<file path="config.mk">
export PLATFORM = sky130hd
export DESIGN_NAME = uart_tx_arbiter_flat
export DESIGN_NICKNAME = d
export VERILOG_FILES = /design/src/rtl/uart_tx_arbiter_if.sv /design/src/rtl/uart_tx_arbiter.sv /design/src/flat_wrapper.sv
export SDC_FILE = /design/constraint.sdc
export NUM_CORES = 1
export LEC_CHECK = 0
export ABC_AREA = 1
export CAP_MARGIN = 20
export CORE_MARGIN = 3
export CORE_UTILIZATION = 34
export DETAILED_ROUTE_END_ITERATION = 12
export PLACE_DENSITY = 0.75
export SKIP_CTS_REPAIR_TIMING = 1
export SLEW_MARGIN = 20
export SYNTH_ARGS = -nofsm -noshare
export SYNTH_HDL_FRONTEND = slang
export SYNTH_SLANG_ARGS = --single-unit
</file>
<file path="constraint.sdc">
create_clock -name clk_i -period 3.7 [get_ports clk_i]
set_input_delay 0.74 -clock clk_i [delete_from_list [all_inputs] [get_ports clk_i]]
set_output_delay 0.74 -clock clk_i [all_outputs]
set_load 0.005 [all_outputs]
</file>
<file path="src/rtl/uart_tx_arbiter_if.sv">
// Handshake bundle between N byte requesters, the shared uart_tx byte channel
// and the arbiter that owns it.
//   req_data         8*N  byte of requester k at [8k+7:8k]
//   req_vld          N    byte valid per requester
//   req_last         N    byte is last of its packet (qualified by req_vld)
//   req_rdy          N    byte accepted from requester k
//   uart_tx_data     8    byte to uart_tx
//   uart_tx_data_vld 1    byte valid to uart_tx
//   uart_tx_data_rdy 1    uart_tx ready for a byte
//   gnt              N    one-hot current owner, 0 when idle
//   busy             1    channel locked to an owner
//   timeout          1    one-cycle pulse on watchdog release
// master: requesters plus uart_tx side; slave: the arbiter.
interface uart_tx_arbiter_if #(
  parameter int N = 4
);
  logic [8*N-1:0] req_data;
  logic [N-1:0]   req_vld;
  logic [N-1:0]   req_last;
  logic [N-1:0]   req_rdy;
  logic [7:0]     uart_tx_data;
  logic           uart_tx_data_vld;
  logic           uart_tx_data_rdy;
  logic [N-1:0]   gnt;
  logic           busy;
  logic           timeout;

  modport master (
    output req_data, req_vld, req_last, uart_tx_data_rdy,
    input  req_rdy, uart_tx_data, uart_tx_data_vld, gnt, busy, timeout
  );

  modport slave (
    input  req_data, req_vld, req_last, uart_tx_data_rdy,
    output req_rdy, uart_tx_data, uart_tx_data_vld, gnt, busy, timeout
  );
endinterface

</file>
<file path="src/rtl/uart_tx_arbiter.sv">
// Packet-granular round-robin arbiter sharing one uart_tx byte channel among
// N requesters. The grant is held until the owner's last byte is accepted, so
// packets never interleave; a stall watchdog releases a dead owner.
// Ports:
//   clk_i  clock
//   rst_i  synchronous reset, active-high
//   bus    uart_tx_arbiter_if.slave (requester bytes, uart_tx channel, status)
// Parameters: N requesters (2..8), TIMEOUT owner-idle cycles before forced
// release (0 disables the watchdog).
module uart_tx_arbiter #(
  parameter int N       = 4,
  parameter int TIMEOUT = 1024
) (
  input logic               clk_i,
  input logic               rst_i,
  uart_tx_arbiter_if.slave  bus
);
  localparam int PW = $clog2(N);
  localparam int WW = (TIMEOUT > 0) ? $clog2(TIMEOUT + 1) : 1;
  localparam logic [WW-1:0] WD_LAST = WW'((TIMEOUT > 0) ? TIMEOUT - 1 : 0);

  typedef enum logic {IDLE, LOCK} state_t;

  state_t          state, state_nxt;
  logic [PW-1:0]   owner, owner_nxt;
  logic [PW-1:0]   ptr, ptr_nxt;
  logic [WW-1:0]   wdog, wdog_nxt;
  logic [N-1:0]    gnt;
  logic            busy;

  logic            own_vld, own_last;
  logic [7:0]      own_data;
  logic [PW-1:0]   owner_inc;
  logic            xfer, stall_fire;

  logic [2*N-1:0]  vld_dbl;
  logic [N-1:0]    vld_rot;
  logic [PW-1:0]   off;
  logic [PW:0]     pick_sum;
  logic [PW-1:0]   pick;

  // Owner's request lines.
  always_comb begin
    own_vld  = 1'b0;
    own_last = 1'b0;
    own_data = '0;
    for (int k = 0; k < N; k++) begin
      if (owner == PW'(k)) begin
        own_vld  = bus.req_vld[k];
        own_last = bus.req_last[k];
        own_data = bus.req_data[8*k +: 8];
      end
    end
  end

  // Round-robin pick: rotate vld so bit 0 is the requester at ptr, take the
  // lowest set bit, then rotate the offset back.
  always_comb begin
    vld_dbl = {bus.req_vld, bus.req_vld} >> ptr;
    vld_rot = vld_dbl[N-1:0];
    off     = '0;
    for (int i = N - 1; i >= 0; i--) begin
      if (vld_rot[i]) off = PW'(i);
    end
    pick_sum = {1'b0, ptr} + {1'b0, off};
    pick     = (pick_sum >= (PW+1)'(N)) ? PW'(pick_sum - (PW+1)'(N)) : PW'(pick_sum);
  end

  assign owner_inc  = (owner == PW'(N - 1)) ? '0 : owner + 1'b1;
  assign xfer       = (state == LOCK) && own_vld && bus.uart_tx_data_rdy;
  // Only an owner that withdrew vld counts as stalled; backpressure does not.
  assign stall_fire = (TIMEOUT != 0) && (state == LOCK) && !own_vld && (wdog == WD_LAST);

  // State register
  always_ff @(posedge clk_i) begin
    if (rst_i) begin
      state <= IDLE;
      owner <= '0;
      ptr   <= '0;
      wdog  <= '0;
      gnt   <= '0;
      busy  <= 1'b0;
    end else begin
      state <= state_nxt;
      owner <= owner_nxt;
      ptr   <= ptr_nxt;
      wdog  <= wdog_nxt;
      gnt   <= (state_nxt == LOCK) ? (N'(1) << owner_nxt) : '0;
      busy  <= (state_nxt == LOCK);
    end
  end

  // Next state
  always_comb begin
    state_nxt = state;
    owner_nxt = owner;
    ptr_nxt   = ptr;
    wdog_nxt  = wdog;
    case (state)
      IDLE: begin
        wdog_nxt = '0;
        if (|bus.req_vld) begin
          state_nxt = LOCK;
          owner_nxt = pick;
        end
      end
      LOCK: begin
        if (xfer) begin
          wdog_nxt = '0;
          if (own_last) begin
            state_nxt = IDLE;
            ptr_nxt   = owner_inc;
          end
        end else if (stall_fire) begin
          state_nxt = IDLE;
          ptr_nxt   = owner_inc;
          wdog_nxt  = '0;
        end else if (!own_vld && (TIMEOUT != 0)) begin
          wdog_nxt = wdog + WW'(1);
        end
      end
      default: state_nxt = IDLE;
    endcase
  end

  // Outputs: the channel is a straight pass-through from the owner.
  always_comb begin
    bus.uart_tx_data     = '0;
    bus.uart_tx_data_vld = 1'b0;
    bus.req_rdy          = '0;
    bus.timeout          = 1'b0;
    if (state == LOCK) begin
      bus.uart_tx_data     = own_data;
      bus.uart_tx_data_vld = own_vld;
      bus.req_rdy          = xfer ? (N'(1) << owner) : '0;
      bus.timeout          = stall_fire;
    end
  end

  assign bus.gnt  = gnt;
  assign bus.busy = busy;

  a_gnt_onehot: assert property (@(posedge clk_i) disable iff (rst_i) $onehot0(bus.gnt));
  a_rdy_onehot: assert property (@(posedge clk_i) disable iff (rst_i) $onehot0(bus.req_rdy));
  a_vld_busy:   assert property (@(posedge clk_i) disable iff (rst_i) !bus.busy |-> !bus.uart_tx_data_vld);
endmodule
</file>
<file path="src/flat_wrapper.sv">
// flat-port wrapper written by rule: the top's interface ports become plain ports
module uart_tx_arbiter_flat 
#(
  parameter int N       = 4,
  parameter int TIMEOUT = 1024
)
  (clk_i, rst_i, bus_req_data, bus_req_vld, bus_req_last, bus_uart_tx_data_rdy, bus_req_rdy, bus_uart_tx_data, bus_uart_tx_data_vld, bus_gnt, bus_busy, bus_timeout);
  uart_tx_arbiter_if #(.N(N)) bus_i ();
  input logic clk_i;
  input logic rst_i;
  input wire logic [$bits(bus_i.req_data)-1:0] bus_req_data;
  input wire logic [$bits(bus_i.req_vld)-1:0] bus_req_vld;
  input wire logic [$bits(bus_i.req_last)-1:0] bus_req_last;
  input wire logic [$bits(bus_i.uart_tx_data_rdy)-1:0] bus_uart_tx_data_rdy;
  output wire logic [$bits(bus_i.req_rdy)-1:0] bus_req_rdy;
  output wire logic [$bits(bus_i.uart_tx_data)-1:0] bus_uart_tx_data;
  output wire logic [$bits(bus_i.uart_tx_data_vld)-1:0] bus_uart_tx_data_vld;
  output wire logic [$bits(bus_i.gnt)-1:0] bus_gnt;
  output wire logic [$bits(bus_i.busy)-1:0] bus_busy;
  output wire logic [$bits(bus_i.timeout)-1:0] bus_timeout;
  assign bus_i.req_data = bus_req_data;
  assign bus_i.req_vld = bus_req_vld;
  assign bus_i.req_last = bus_req_last;
  assign bus_i.uart_tx_data_rdy = bus_uart_tx_data_rdy;
  assign bus_req_rdy = bus_i.req_rdy;
  assign bus_uart_tx_data = bus_i.uart_tx_data;
  assign bus_uart_tx_data_vld = bus_i.uart_tx_data_vld;
  assign bus_gnt = bus_i.gnt;
  assign bus_busy = bus_i.busy;
  assign bus_timeout = bus_i.timeout;
  uart_tx_arbiter #(.N(N), .TIMEOUT(TIMEOUT)) u_core (.clk_i(clk_i), .rst_i(rst_i), .bus(bus_i));
endmodule
</file>
==> flow_summary_export.csv <==
group,metric,value,unit
outcome,status,"finished clean",
power_and_ir_drop,power_density,328.9,nW/um^2
cts,cts.sinks,20,
timing,hold_viol,0,
synth,async_flop_share,0,%
critical_path,path_cells,"clkdlybuf4s50_1, nand2_1, nand2_4, o211ai_4, nand2_4, nand4_1, nor2_1, clkdlybuf4s50_1",
routing,wl_per_cell,12.58,um
global_routing,grt_pass1_wl,7086,um
critical_path,crit_path_top_delay_cell,"clkdlybuf4s50_1",
place,hpwl,3354,um
cts,htree_levels,1,
synth,yosysWarnings,0,
layout,num_antenna_cells,0,
cts,clk_pin_slew,0.07,ns
routing,vias,1729,
timing,fin_skew,0.003908,ns
timing,setup_ws,0.4453,ns
cts,cts.path.max_buffers,2,
layout,syn_to_final_growth,46.27,%
routing,drt_pass1_iterations,4,
min_path,worstHoldPathCells,2,
floorplan,io_pins,62,
critical_path,cp_slowest_stage_delay,0.54,ns
synth,synth_area_per_cell,6.339,um^2
synth,yosysMostFrequentCell,"nand2_1",
timing,fin_crit,3.255,ns
floorplan,num_rows,23,
synth,synth_ff_type,"dfxtp_1",
critical_path,cp_top_family,"buffers and inverters",
critical_path,arrival,2.51,ns
timing,setup_viol,0,
critical_path,path_class,"input port to output pin",
synth,yosys-top-cells-area,"dfxtp_1, nand2_1, a21oi_1, o21ai_0, nor2_1",
global_routing,grt_overflow,0,
floorplan,die_h,73.03,um
timing,drv_slew,0,
routing,drcViolationCount,0,
timing,period_share,87.97,%
layout,fin_cells,349,
place,portBuffers,61,
cts,tritoncts,"done",
cts,cts_buffers,3,
cts,cts_root_buf,"clkbuf_8",
synth,synth-seq-area-share,26.21,%
floorplan,core,4173,um^2
synth,syn_nets,290,
global_routing,grt_antenna_before_repair,0,
global_routing,track_usage,16.70,%
critical_path,crit_cells,8,
min_path,hp-class,"flop to flop",
critical_path,start_kind,"input port",
critical_path,worst_ep_required_time,2.96,ns
timing,whs,0.4831,ns
routing,drtIter0Drc,65,
critical_path,rr_worst_depth,12,
synth,ys_ff_latch,20,
critical_path,worstPathMaxFanout,4,
floorplan,initial_core_util,36.61,%
critical_path,path_buf_inv,2,
synth,yosys.area.top_type,"dfxtp_1",
power_and_ir_drop,irDropWorstVdd,0.2821,mV
routing,routed_via_density,4.954,
synth,synth_edf_count,0,
timing,clock.fmax,0.3072,GHz
layout,nets,349,
global_routing,grt_start_max_net_pins,20,
synth,synth.distinct_cells,32,
floorplan,dieArea,5333,um^2
timing,final.setup.tns,0,ns
critical_path,cp-end-kind,"output pin",
global_routing,grt_pass1_vias,1578,
place,pre_cts_slack,0.4680,ns
place,dp_cells,345,
synth,synthesis.area,1528,um^2
timing,rsz0062_at_grt,"no",
layout,layout-drive-gt1-share,8.027,%
routing,wl,4390,um
power_and_ir_drop,power_leakage,0.8599,nW
timing,tightest_slew,0.5116,ns
timing,maxSlewHeadroom,65.58,%
routing,ant_nets,0,
place,routabilityCongestion,0.8548,
layout,post-route-util,53.55,%
synth,synth_common_cells,"nand2_1, nor2_1, a21oi_1, o21ai_0",
cts,clk_latency,0.26,ns
floorplan,fp.dieW,73.03,um
synth,synthCells,241,
flow_run,max-cap-violations,0,
synth,post-synth-top-area-fraction,26.21,%
per-layer routing:
metal	global-route usage [%]	up-vias	part of all wire, %
met4	3.893	0	0.84
met3	2.617	5	5.8
met5	0	-	0
li1	-	922	-
met2	29.10	46	47
met1	21.42	756	46
area by class of cell:
| type | instances | area [um^2] |
|---|---|---|
| fill | 410 | 1938 |
| clock buffer | 3 | 41.29 |
| tap | 50 | 62.56 |
| timing repair buffer | 61 | 610.6 |
| clock inverter | 1 | 30.03 |
| multi-input combinational | 187 | 985.9 |
| inverter | 27 | 103.9 |
| sequential | 20 | 400.4 |
worst min-delay path: stages (launching register included):
cell     delay, ns
dfxtp_1       0.33
nand2_1       0.06
a21oi_1       0.05
flip-flops by register name, summed over array words and instances, names as in the netlist:
name	flops
u_core.state	1
u_core.wdog	11
u_core.owner	2
u_core.ptr	2
u_core.bus.gnt	4
metrics by stage:
stage	cell area [um^2]	total power, W
floorplan	1528	0.0003979
global placement	2163	0.0005169
detailed placement	2163	0.0005195
CTS	2235	0.0007404
global route	2235	0.0007820
finish	2235	0.0007349
cell families after synthesis:
family          Yosys count  share of synthesized area (%)
buf+inv                  34                          9.256
compound gates           67                          24.16
fa+ha+maj                 6                          4.914
xor+xnor                  3                          1.720
flops                    20                          26.21
simple gates            111                          33.74
cell usage in the layout, fill, tap and decap left out, types with 2 or more instances in the layout:
cell / instances
nor2_1: 32
nand3_1: 20
ha_1: 6
dfxtp_1: 20
clkbuf_8: 3
clkdlybuf4s50_1: 61
o21ai_0: 27
a21oi_1: 27
o21ai_2: 2
inv_2: 7
xor2_1: 3
nand2_1: 44
inv_1: 19
nand4_1: 3
nand2_4: 3
o21ai_1: 6
path summary, 6_finish.rpt:
check,start,end,slack (ns)
worst min register to register,u_core.wdog[1],u_core.wdog[1],0.48
worst min-delay path,u_core.wdog[1],u_core.wdog[1],0.48
worst max-delay path,bus_req_vld[0],bus_req_rdy[2],0.45
worst max register to register,u_core.owner[1],u_core.wdog[6],1.48
power by group:
part | internal (W) | switching [W]
combinational | 0.000136 | 0.000140
clock | 0.000144 | 0.0000749
sequential | 0.000227 | 0.0000121
Note: power is estimated with default switching activity, not from simulation.
